===== src/rtl/wsp_pkg.sv =====
// Shared types and constants for the s349 wrapper serial port driver:
// FSM state encoding, WIR opcodes and default shift geometry.
package wsp_pkg;

  localparam int WIR_W       = 3;
  localparam int MAX_LEN_DEF = 8;
  localparam int LEN_W_DEF   = 4;

  localparam logic [WIR_W-1:0] WS_BYPASS  = 3'b000;
  localparam logic [WIR_W-1:0] WS_EXTEST  = 3'b001;
  localparam logic [WIR_W-1:0] WS_INTEST  = 3'b010;
  localparam logic [WIR_W-1:0] WP_PRELOAD = 3'b011;

  typedef enum logic [2:0] {
    ST_IDLE,
    ST_CAPTURE,
    ST_SHIFT,
    ST_UPDATE,
    ST_RESP
  } state_t;

endpackage


===== src/rtl/wsp_wir_driver_if.sv =====
// Request/response handshake plus WSP pins between controller, driver and wrapper.
// Optional expect/mask compare ports appear when WSP_EXPECT_CHECK_EN is defined.
interface wsp_wir_driver_if #(
  parameter int MAX_LEN = wsp_pkg::MAX_LEN_DEF,
  parameter int LEN_W   = wsp_pkg::LEN_W_DEF
);
  logic               req_valid;
  logic               req_ready;
  logic               req_sel_wir;
  logic [LEN_W-1:0]   req_len;
  logic [MAX_LEN-1:0] req_data;
  logic               rsp_valid;
  logic               rsp_ready;
  logic [MAX_LEN-1:0] rsp_data;
  logic               SelectWIR;
  logic               CaptureWR;
  logic               ShiftWR;
  logic               UpdateWR;
  logic               WSI;
  logic               WSO;
`ifdef WSP_EXPECT_CHECK_EN
  logic [MAX_LEN-1:0] req_expect;
  logic [MAX_LEN-1:0] req_mask;
  logic               rsp_mismatch;
`endif

  // Controller and wrapper side: issues requests, returns WSO.
  modport master (
`ifdef WSP_EXPECT_CHECK_EN
    output req_expect, req_mask,
    input  rsp_mismatch,
`endif
    output req_valid, req_sel_wir, req_len, req_data, rsp_ready, WSO,
    input  req_ready, rsp_valid, rsp_data,
    input  SelectWIR, CaptureWR, ShiftWR, UpdateWR, WSI
  );

  // Driver side.
  modport slave (
`ifdef WSP_EXPECT_CHECK_EN
    input  req_expect, req_mask,
    output rsp_mismatch,
`endif
    input  req_valid, req_sel_wir, req_len, req_data, rsp_ready, WSO,
    output req_ready, rsp_valid, rsp_data,
    output SelectWIR, CaptureWR, ShiftWR, UpdateWR, WSI
  );

endinterface


===== src/rtl/wsp_serializer.sv =====
// Shift datapath of the WSP driver: data shift register, bit counter and the
// WSO capture register. Sequencing is owned by the FSM in wsp_wir_driver.
module wsp_serializer #(
  parameter int MAX_LEN = 8,
  parameter int LEN_W   = 4
) (
  input  logic               clk,
  input  logic               rst,
  input  logic               load,
  input  logic               shift,
  input  logic [LEN_W-1:0]   len_in,
  input  logic [MAX_LEN-1:0] data_in,
  input  logic               wso,
  output logic               next_bit,
  output logic               done,
  output logic               len_zero,
  output logic [MAX_LEN-1:0] cap
);

  localparam logic [LEN_W-1:0] LEN_MAX = LEN_W'(MAX_LEN);

  logic [MAX_LEN-1:0] sr_q;
  logic [MAX_LEN-1:0] cap_q;
  logic [LEN_W-1:0]   cnt_q;
  logic [LEN_W-1:0]   len_q;

  // NOTE: sequential state uses <= so every register samples pre-edge values;
  // these data registers are small, so they are reset too and rsp_data reads 0 out of reset.
  always_ff @(posedge clk) begin
    if (rst) begin
      sr_q  <= '0;
      cap_q <= '0;
      cnt_q <= '0;
      len_q <= '0;
    end else if (load) begin
      sr_q  <= data_in;
      cap_q <= '0;
      cnt_q <= '0;
      len_q <= (len_in > LEN_MAX) ? LEN_MAX : len_in;
    end else if (shift) begin
      sr_q  <= sr_q >> 1;
      cnt_q <= cnt_q + 1'b1;
      cap_q <= cap_q | (MAX_LEN'(wso) << cnt_q);
    end
  end

  // While shifting, the bit for the following cycle is already at sr_q[1].
  assign next_bit = shift ? sr_q[1] : sr_q[0];
  assign done     = ((cnt_q + 1'b1) == len_q);
  assign len_zero = (len_q == '0);
  assign cap      = cap_q;

endmodule


===== src/rtl/wsp_wir_driver.sv =====
// WSP initiator for the s349 wrapper: sequences Capture/Shift/Update around a
// parallel load request. Optional expect/mask compare: WSP_EXPECT_CHECK_EN.
module wsp_wir_driver
  import wsp_pkg::*;
#(
  parameter int MAX_LEN = MAX_LEN_DEF,
  parameter int LEN_W   = LEN_W_DEF
) (
  input  logic             WRCK,
  input  logic             WRST,
  wsp_wir_driver_if.slave  bus
);

  state_t state_q, state_nx;

  logic sel_q;
  logic select_q, capture_q, shift_q, update_q, wsi_q;
  logic rsp_valid_q, req_ready_q;
  logic accept, shifting;
  logic ser_next_bit, ser_done, ser_len_zero;
  logic [MAX_LEN-1:0] ser_cap;

  assign accept   = (state_q == ST_IDLE) && bus.req_valid;
  assign shifting = (state_q == ST_SHIFT);

  wsp_serializer #(
    .MAX_LEN (MAX_LEN),
    .LEN_W   (LEN_W)
  ) u_ser (
    .clk      (WRCK),
    .rst      (WRST),
    .load     (accept),
    .shift    (shifting),
    .len_in   (bus.req_len),
    .data_in  (bus.req_data),
    .wso      (bus.WSO),
    .next_bit (ser_next_bit),
    .done     (ser_done),
    .len_zero (ser_len_zero),
    .cap      (ser_cap)
  );

  // NOTE: state_nx gets its default before the case so no path leaves it unassigned (no latch).
  always_comb begin
    state_nx = state_q;
    case (state_q)
      ST_IDLE:    if (bus.req_valid) state_nx = ST_CAPTURE;
      ST_CAPTURE: state_nx = ser_len_zero ? ST_UPDATE : ST_SHIFT;
      ST_SHIFT:   if (ser_done) state_nx = ST_UPDATE;
      ST_UPDATE:  state_nx = ST_RESP;
      ST_RESP:    if (bus.rsp_ready) state_nx = ST_IDLE;
      default:    state_nx = ST_IDLE;
    endcase
  end

  // Pins are decoded from the next state so every WSP output comes straight from a flop.
  always_ff @(posedge WRCK) begin
    if (WRST) begin
      state_q     <= ST_IDLE;
      sel_q       <= 1'b0;
      select_q    <= 1'b0;
      capture_q   <= 1'b0;
      shift_q     <= 1'b0;
      update_q    <= 1'b0;
      wsi_q       <= 1'b0;
      rsp_valid_q <= 1'b0;
      req_ready_q <= 1'b1;
    end else begin
      state_q     <= state_nx;
      if (accept) sel_q <= bus.req_sel_wir;
      select_q    <= (state_nx inside {ST_CAPTURE, ST_SHIFT, ST_UPDATE})
                     && (accept ? bus.req_sel_wir : sel_q);
      capture_q   <= (state_nx == ST_CAPTURE);
      shift_q     <= (state_nx == ST_SHIFT);
      update_q    <= (state_nx == ST_UPDATE);
      wsi_q       <= (state_nx == ST_SHIFT) && ser_next_bit;
      rsp_valid_q <= (state_nx == ST_RESP);
      req_ready_q <= (state_nx == ST_IDLE);
    end
  end

  assign bus.req_ready = req_ready_q;
  assign bus.rsp_valid = rsp_valid_q;
  assign bus.rsp_data  = ser_cap;
  assign bus.SelectWIR = select_q;
  assign bus.CaptureWR = capture_q;
  assign bus.ShiftWR   = shift_q;
  assign bus.UpdateWR  = update_q;
  assign bus.WSI       = wsi_q;

`ifdef WSP_EXPECT_CHECK_EN
  logic [MAX_LEN-1:0] expect_q;
  logic [MAX_LEN-1:0] mask_q;

  always_ff @(posedge WRCK) begin
    if (WRST) begin
      expect_q <= '0;
      mask_q   <= '0;
    end else if (accept) begin
      expect_q <= bus.req_expect;
      mask_q   <= bus.req_mask;
    end
  end

  assign bus.rsp_mismatch = rsp_valid_q && (|((ser_cap ^ expect_q) & mask_q));
`endif

endmodule


===== src/flat_wrapper.sv =====
// flat-port wrapper written by rule: the top's interface ports become plain ports
module wsp_wir_driver_flat import wsp_pkg::*;
#(
  parameter int MAX_LEN = MAX_LEN_DEF,
  parameter int LEN_W   = LEN_W_DEF
)
  (WRCK, WRST, bus_req_valid, bus_req_sel_wir, bus_req_len, bus_req_data, bus_rsp_ready, bus_WSO, bus_req_ready, bus_rsp_valid, bus_rsp_data, bus_SelectWIR, bus_CaptureWR, bus_ShiftWR, bus_UpdateWR, bus_WSI);
  wsp_wir_driver_if #(.MAX_LEN(MAX_LEN), .LEN_W(LEN_W)) bus_i ();
  input  logic WRCK;
  input  logic WRST;
  input wire logic [$bits(bus_i.req_valid)-1:0] bus_req_valid;
  input wire logic [$bits(bus_i.req_sel_wir)-1:0] bus_req_sel_wir;
  input wire logic [$bits(bus_i.req_len)-1:0] bus_req_len;
  input wire logic [$bits(bus_i.req_data)-1:0] bus_req_data;
  input wire logic [$bits(bus_i.rsp_ready)-1:0] bus_rsp_ready;
  input wire logic [$bits(bus_i.WSO)-1:0] bus_WSO;
  output wire logic [$bits(bus_i.req_ready)-1:0] bus_req_ready;
  output wire logic [$bits(bus_i.rsp_valid)-1:0] bus_rsp_valid;
  output wire logic [$bits(bus_i.rsp_data)-1:0] bus_rsp_data;
  output wire logic [$bits(bus_i.SelectWIR)-1:0] bus_SelectWIR;
  output wire logic [$bits(bus_i.CaptureWR)-1:0] bus_CaptureWR;
  output wire logic [$bits(bus_i.ShiftWR)-1:0] bus_ShiftWR;
  output wire logic [$bits(bus_i.UpdateWR)-1:0] bus_UpdateWR;
  output wire logic [$bits(bus_i.WSI)-1:0] bus_WSI;
  assign bus_i.req_valid = bus_req_valid;
  assign bus_i.req_sel_wir = bus_req_sel_wir;
  assign bus_i.req_len = bus_req_len;
  assign bus_i.req_data = bus_req_data;
  assign bus_i.rsp_ready = bus_rsp_ready;
  assign bus_i.WSO = bus_WSO;
  assign bus_req_ready = bus_i.req_ready;
  assign bus_rsp_valid = bus_i.rsp_valid;
  assign bus_rsp_data = bus_i.rsp_data;
  assign bus_SelectWIR = bus_i.SelectWIR;
  assign bus_CaptureWR = bus_i.CaptureWR;
  assign bus_ShiftWR = bus_i.ShiftWR;
  assign bus_UpdateWR = bus_i.UpdateWR;
  assign bus_WSI = bus_i.WSI;
  wsp_wir_driver #(.MAX_LEN(MAX_LEN), .LEN_W(LEN_W)) u_core (.WRCK(WRCK), .WRST(WRST), .bus(bus_i));
endmodule

===== config.mk =====
export PLATFORM = sky130hd
export DESIGN_NAME = wsp_wir_driver_flat
export DESIGN_NICKNAME = d
export VERILOG_FILES = /design/src/rtl/wsp_pkg.sv /design/src/rtl/wsp_wir_driver_if.sv /design/src/rtl/wsp_serializer.sv /design/src/rtl/wsp_wir_driver.sv /design/src/flat_wrapper.sv
export SDC_FILE = /design/constraint.sdc
export NUM_CORES = 1
export LEC_CHECK = 0
export CAP_MARGIN = 20
export CORE_UTILIZATION = 42
export CTS_BUF_LIST = sky130_fd_sc_hd__clkbuf_4
export DETAILED_ROUTE_END_ITERATION = 12
export GPL_ROUTABILITY_DRIVEN = 0
export PLACE_DENSITY_LB_ADDON = 0.25
export SLEW_MARGIN = 20
export SYNTH_ARGS = -nofsm -noshare
export SYNTH_HDL_FRONTEND = slang
export SYNTH_SLANG_ARGS = --single-unit

===== constraint.sdc =====
create_clock -name WRCK -period 2.4 [get_ports WRCK]
set_input_delay 0.48 -clock WRCK [delete_from_list [all_inputs] [get_ports WRCK]]
set_output_delay 0.48 -clock WRCK [all_outputs]
set_load 0.01 [all_outputs]

==> results of run 1 <==
[worst paths after layout]
| check | endpoint | startpoint | depth (start not counted) | slack, ps |
|---|---|---|---|---|
| setup / recovery | u_core.u_ser.cap[6]$_SDFFE_PP0P_ | bus_req_valid | 5 | 520 |
| setup reg to reg | u_core.u_ser.cap[5]$_SDFFE_PP0P_ | u_core.state_q[1]$_SDFF_PP0_ | 4 | 620 |
| hold reg to reg | u_core.u_ser.cap[7]$_SDFFE_PP0P_ | u_core.u_ser.cap[7]$_SDFFE_PP0P_ | 2 | 480 |
| hold / removal | u_core.u_ser.cap[7]$_SDFFE_PP0P_ | u_core.u_ser.cap[7]$_SDFFE_PP0P_ | 2 | 480 |
[layout make-up]
class | count | area, µm² | share of cell area
multi-input combinational | 113 | 688 | 0.370
clock buffer | 6 | 45.0 | 0.0242
tap | 46 | 57.6 | 0.0310
sequential | 35 | 701 | 0.377
timing repair buffer | 35 | 355 | 0.191
inverter | 3 | 11.3 | 0.00606
[Yosys cell counts]
| library cell | instances |
|---|---|
| or3b_1 | 1 |
| nand2b_1 | 1 |
| a31o_2 | 1 |
| nand3_1 | 3 |
| o31ai_1 | 1 |
| nor2b_1 | 2 |
| dfxtp_1 | 35 |
| buf_1 | 1 |
| nor2_1 | 23 |
| nor3b_2 | 1 |
| a21oi_1 | 12 |
| a311oi_1 | 2 |
| and3_1 | 1 |
| a31oi_1 | 5 |
| xor2_1 | 2 |
| nor3_1 | 4 |
| a41oi_1 | 3 |
| nand2_1 | 23 |
| inv_1 | 3 |
| a211oi_1 | 1 |
| o21bai_1 | 1 |
| clkbuf_1 | 1 |
| nor2_2 | 2 |
| or4b_1 | 1 |
| buf_2 | 4 |
| a311oi_2 | 4 |
| nor3_2 | 1 |
| o31a_1 | 1 |
| nor3b_1 | 3 |
| buf_6 | 3 |
| or3_1 | 2 |
| buf_4 | 1 |
| ha_1 | 1 |
| o311a_1 | 1 |
| xnor2_1 | 7 |
| o21ai_0 | 1 |
| nor4b_2 | 1 |
| mux2i_1 | 1 |
[worst max-delay path: cells and delay by family]
family	cells	cell delay, ps
buffers and inverters	2	680
and+or+nand+nor	3	920
[stage by stage]
stage | area, µm² | std cells | hold slack [ps] | total power [W]
after floorplan | 1470 | 161 | 441 | 0.000949
after global placement | 1810 | 232 | 455 | 0.00104
after CTS | 1860 | 238 | 479 | 0.00134
after detailed placement | 1810 | 232 | 458 | 0.00105
final | 1860 | 238 | 477 | 0.00132
after global routing | 1860 | 238 | 492 | 0.00141
[kinds of logic after synthesis]
family / Yosys count / share of synthesized area
multiplexers: 1 / 0.00681
AND/OR/NAND/NOR: 69 / 0.229
adder cells (fa/ha/maj): 1 / 0.00852
XOR/XNOR: 9 / 0.0537
buffers and inverters: 13 / 0.0545
flip-flops: 35 / 0.477
AO/OA/AOI/OAI: 33 / 0.170
[where the power goes]
part / leakage, nW / internal (W) / switching [W] / total (W)
clock network: 0.0276 / 0.000115 / 0.000168 / 0.000283
registers: 0.286 / 0.000642 / 0.0000513 / 0.000693
logic: 0.363 / 0.000168 / 0.000179 / 0.000347
total: 0.677 / 0.000925 / 0.000398 / 0.00132
[sequential cells by signal (all words and copies together), names as in the netlist]
signal / flops
u_core.bus.ShiftWR: 1
u_core.sel_q: 1
u_core.bus.UpdateWR: 1
u_core.state_q: 3
u_core.bus.CaptureWR: 1
u_core.bus.req_ready: 1
u_core.u_ser.cnt_q: 4
u_core.u_ser.len_q: 4
u_core.bus.SelectWIR: 1
u_core.bus.WSI: 1
u_core.bus.rsp_valid: 1
u_core.u_ser.sr_q: 8
u_core.u_ser.cap: 8
[layer usage]
layer  routed length (µm)  vias to the layer above  part of all wire
met5                    0                        -                 0
met4                   44                        0             0.015
met3                  159                        6             0.053
met2                 1450                       24              0.49
met1                 1320                      575              0.45
li1                     -                      625                 -
==> results.md, run 1 <==
* CP Launch Type: primary input
* Clock Skew at ~8 ps
* Place WS at 174 ps
* Yosys cell types at 38
* Row count at 21
* Post-synthesis sequential area ratio at 0.477
* Largest net degree at the start of global routing at 25
* IO Count at 33
* Biggest area consumer among synthesized cells: dfxtp_1
* Slowest cell delay on critical path at 500 ps
* Slowest library cell on the worst path: or4b_1
* PostCTS Resize Cnt at 0
* Reg clk slew, reported paths at 90 ps
* First-pass GRT wire length at just under 5 mm
* Top cell type's share of synthesized area at 0.477
* Met3 Usage GRT at 0.0798
* Synthesized area per cell at 9.12 µm²
* Leak at slightly below 0.7 nW
* Drt drc at 0
* Most frequent cells in the layout: dfxtp_1, clkdlybuf4s50_1, nand2_1, nor2_1, a21oi_1
* Most common cell after layout, fill and taps aside: dfxtp_1
* WS Path Type: in2reg
* Slew @ Worst Pin at 465 ps
* Routed len/inst at 12.5 µm
* CP Data Arrival Time at 2080 ps
* CP Data Required Time at between 2000 and 3000 ps
* Worst slew margin at 0.689
* H-Tree Level Count at 2
* Post-Syn Area at 1470 µm²
* Root buffer cell: clkbuf_4
* CTS tree: yes
* Fraction of layout cells with a size suffix above 1 at 0.0990
* IO Port Bufs at 32
* Initial core utilization at 0.440
* Initial antenna violation count at 0
* Routed vias at around 1200
* GR Util met2 at 0.301
* Top cells by area, synth: dfxtp_1, nand2_1, nor2_1, xnor2_1, a21oi_1
* Setup crit end kind: register
* Final-stage net count at roughly 210
* Setup TNS at 0 ps
* Post-CTS setup repair buffer count at 0
* Die height at approximately 60 µm
* Core Util, Final at 0.557
* Grt met1 use at 0.211
* P&R area growth vs syn at 26.5%
* Vias in the first global route at about 1100
* GR peak layer: met2
* Final Hold Viols at 0
* RSZ-0062 raised after global routing: no
* Worst skew pair latency at 330 ps
* Post-DP HPWL at ~2.1 mm
* Max Slew Vio Count at 0
* Synth Net Count at 180
* 1st-iter DRT viols at between 70 and 80
* Max-Cap Viols at 0
* Fillers at 330
* Die ar. at between 3000 and 4000 µm²
* Final Setup Violations at 0
* Via density per instance at between 5 and 6
* Final period util at 0.781
* First-pass DRT Iterations at 4
* Final WL at about 3.0 mm
* Fmax achieved at 0.533 GHz
* Peak supply drop at roughly 0.00035 V
* CP Max Fanout at 24
* Cells along the critical path: clkdlybuf4s50_1, or4b_1, buf_12, nand2b_1, nor2_1
* Post-route ant nets at 0
* Core area at 3340 µm²
* Pwr Density at ~710 nW/µm²
* TritonCTS Sinks at 35
* Synth Warn # at 0
* Die Span X at between 60 and 70 µm
* Hold crit path type: reg2reg
* Clk buf depth at 2
* Total Routing Usage GR at 0.185
* Run status: complete, no violations
* # diodes at 0
* Cells after synthesis at between 150 and 200
* Flip-flop and latch count after synthesis at 35
* Setup ws final at about 520 ps
* # hold bufs at CTS at 0
* Minimum clock period at ~1900 ps
* Grt ovf at 0
* Cts bufs inserted at 5
Power figures use the tool's default switching activity.
==> run 2: changes to the inputs <==
- clock period: 2.4 -> 1.7 ns (I/O delays scaled with it)
==> run 2 against run 1 <==
Largest power group unchanged. First-iteration DRC count fell by 18%. Clock skew fell by 1.6 ps. Clock-buffer cell count did not move.
==> results.md, run 2 (synthesis gave the netlist of run 1 again) <==
* Fraction of layout cells with a size suffix above 1 at 0.151 (+0.0523)
* Max-Cap Viols at 0 (unchanged)
* Drt drc at 0 (unchanged)
* IO Count at 33 (unchanged)
* Routed vias at 1298 (+5.5%)
* Post-route ant nets at 0 (unchanged)
* Run status: complete, no violations
* Power, Total at 0.00197 W (+48%)
* Cells along the critical path: clkdlybuf4s50_1, or4b_1, buf_4, buf_4, a311oi_1
* GR peak layer: met2
* GR Util met2 at 0.332 (+0.0311)
* CTS tree: yes
* Hold crit path type: reg2reg
* Cts bufs inserted at 5 (unchanged)
* Core Util, Final at 0.586 (+0.0292)
* First-pass GRT wire length at 5.18 mm (+5.5%)
* # hold bufs at CTS at 0 (unchanged)
* Leak at 0.730 nW (+7.9%)
* Clock Skew at 6.36 ps (-1.60 ps)
* Row count at 21 (unchanged)
* Die height at 61.1 µm (unchanged)
* CP Launch Type: primary input
* H-Tree Level Count at 2 (unchanged)
* Worst skew pair latency at 340 ps (about the same)
* Slowest library cell on the worst path: clkdlybuf4s50_1
* WS Path Type: in2reg
* CP Data Required Time at 1950 ps (-660 ps)
* Top delay family on crit path: buffers and inverters
* Routed len/inst at 12.9 µm (+3.2%)
* Root buffer cell: clkbuf_4
* Pwr Density at 1000 nW/µm² (+41%)
* Via density per instance at 5.17 (about the same)
* Fmax achieved at 0.617 GHz
* IO Port Bufs at 32 (unchanged)
* Most frequent cells in the layout: dfxtp_1, clkdlybuf4s50_1, nand2_1, nor2_1, buf_4
* Buf/Inv on CP at 3 (+1)
* Place WS at -260 ps (-434 ps)
* TritonCTS Sinks at 35 (unchanged)
* Largest net degree at the start of global routing at 22 (-12%)
* Initial core utilization at 0.440 (unchanged)
* Core area at 3340 µm² (unchanged)
* Initial antenna violation count at 0 (unchanged)
* Minimum clock period at around 1600 ps
* Non-Filler Instances at 251 (+5.5%)
* Final Hold Viols at 0 (unchanged)
* Final-stage net count at 223 (+5.2%)
* Setup TNS at 0 ps (unchanged)
* Grt met1 use at 0.226 (+0.0152)
* P&R area growth vs syn at 33.1%
* Worst slew margin at 0.737 (+0.0478)
* Final period util at 0.953
* Met3 Usage GRT at 0.0714 (-0.00840)
* RSZ-0062 raised after global routing: no
* Setup ws final at 80.1 ps (-444 ps)
* Final WL at 3.24 mm (+8.8%)
* Total Routing Usage GR at 0.196 (+0.0109)
* Final Setup Violations at 0 (unchanged)
* Die Span X at 61.1 µm (unchanged)
* R2R Setup Slk at 110 ps (-510 ps)
* Slowest cell delay on critical path at 490 ps (about the same)
* CP Max Fanout at 21 (-13%)
* Vias in the first global route at 1194 (+3.9%)
* Most common cell after layout, fill and taps aside: dfxtp_1
* # diodes at 0 (unchanged)
* First-pass DRT Iterations at 4 (unchanged)
* Grt ovf at 0 (unchanged)
* Most numerous cell on the critical path: buf_4
* Max Slew Vio Count at 0 (unchanged)
* CP Data Arrival Time at 1870 ps (-210 ps)
* Die ar. at 3740 µm² (unchanged)
* Cell total after placement at 243 (+4.7%)
* Slew @ Worst Pin at 393 ps (-71.4 ps)
* Peak supply drop at 0.000395 V (+14%)
* Post-DP HPWL at 2.40 mm (+14%)
* 1st-iter DRT viols at 64 (-18%)
* Clk buf depth at 2 (unchanged)
* Reg clk slew, reported paths at 100 ps (about the same)
* Setup crit end kind: register
## run 2: cell types whose count changed in the layout (fill, tap and decap cells not counted)
cell / delta
dfxtp_2: +1
clkinv_1: +2
nor3_2: -1
dfxtp_1: -1
buf_4: +11
nor3_4: +1
## run 2: layout make-up
type	instances	area, µm²
Fill cell	310	1380
Sequential cell	35	702
Multi-Input combinational cell	113	694
Timing Repair Buffer	46	438
Tap cell	46	57.6
Clock buffer	6	45.0
Inverter	3	11.3
Clock inverter	2	7.51
## run 2: worst paths after layout
| path | start | to | cells after the start |
|---|---|---|---|
| hold reg to reg | u_core.u_ser.cap[7]$_SDFFE_PP0P_ | u_core.u_ser.cap[7]$_SDFFE_PP0P_ | 2 |
| setup reg to reg | u_core.state_q[1]$_SDFF_PP0_ | u_core.u_ser.cnt_q[3]$_SDFFE_PP0P_ | 4 |
| hold / removal | u_core.u_ser.cap[7]$_SDFFE_PP0P_ | u_core.u_ser.cap[7]$_SDFFE_PP0P_ | 2 |
| setup / recovery | bus_req_valid | u_core.u_ser.sr_q[2]$_SDFFE_PP0P_ | 5 |
## run 2: layer usage
metal / up-vias / wire (µm)
met5: - / 0
met1: 620 / 1400
met4: 0 / 57
met2: 27 / 1620
met3: 5 / 158
li1: 646 / -
## run 2: what timing repair did
action,CTS,global route
endpoints found under the setup margin,0,2
gates resized for setup,0,2
setup buffers,0,0
## run 2: worst reg2reg max path, delay by kind of cell (launching register included)
family          cells  cell delay, ps
flops               1             410
buf+inv             1             160
compound gates      1             140
simple gates        2             830
## run 2: stage by stage
stage	hold slack [ps]	cell area, µm²
after global placement	455	1900
after detailed placement	460	1900
after CTS	485	1950
final	481	1960
after global routing	507	1960
after floorplan	441	1470
## run 2: power breakdown
| group | switching (W) | internal [W] |
|---|---|---|
| clock network | 0.000260 | 0.000169 |
| logic | 0.000289 | 0.000283 |
| registers | 0.0000567 | 0.000908 |
| total | 0.000606 | 0.00136 |
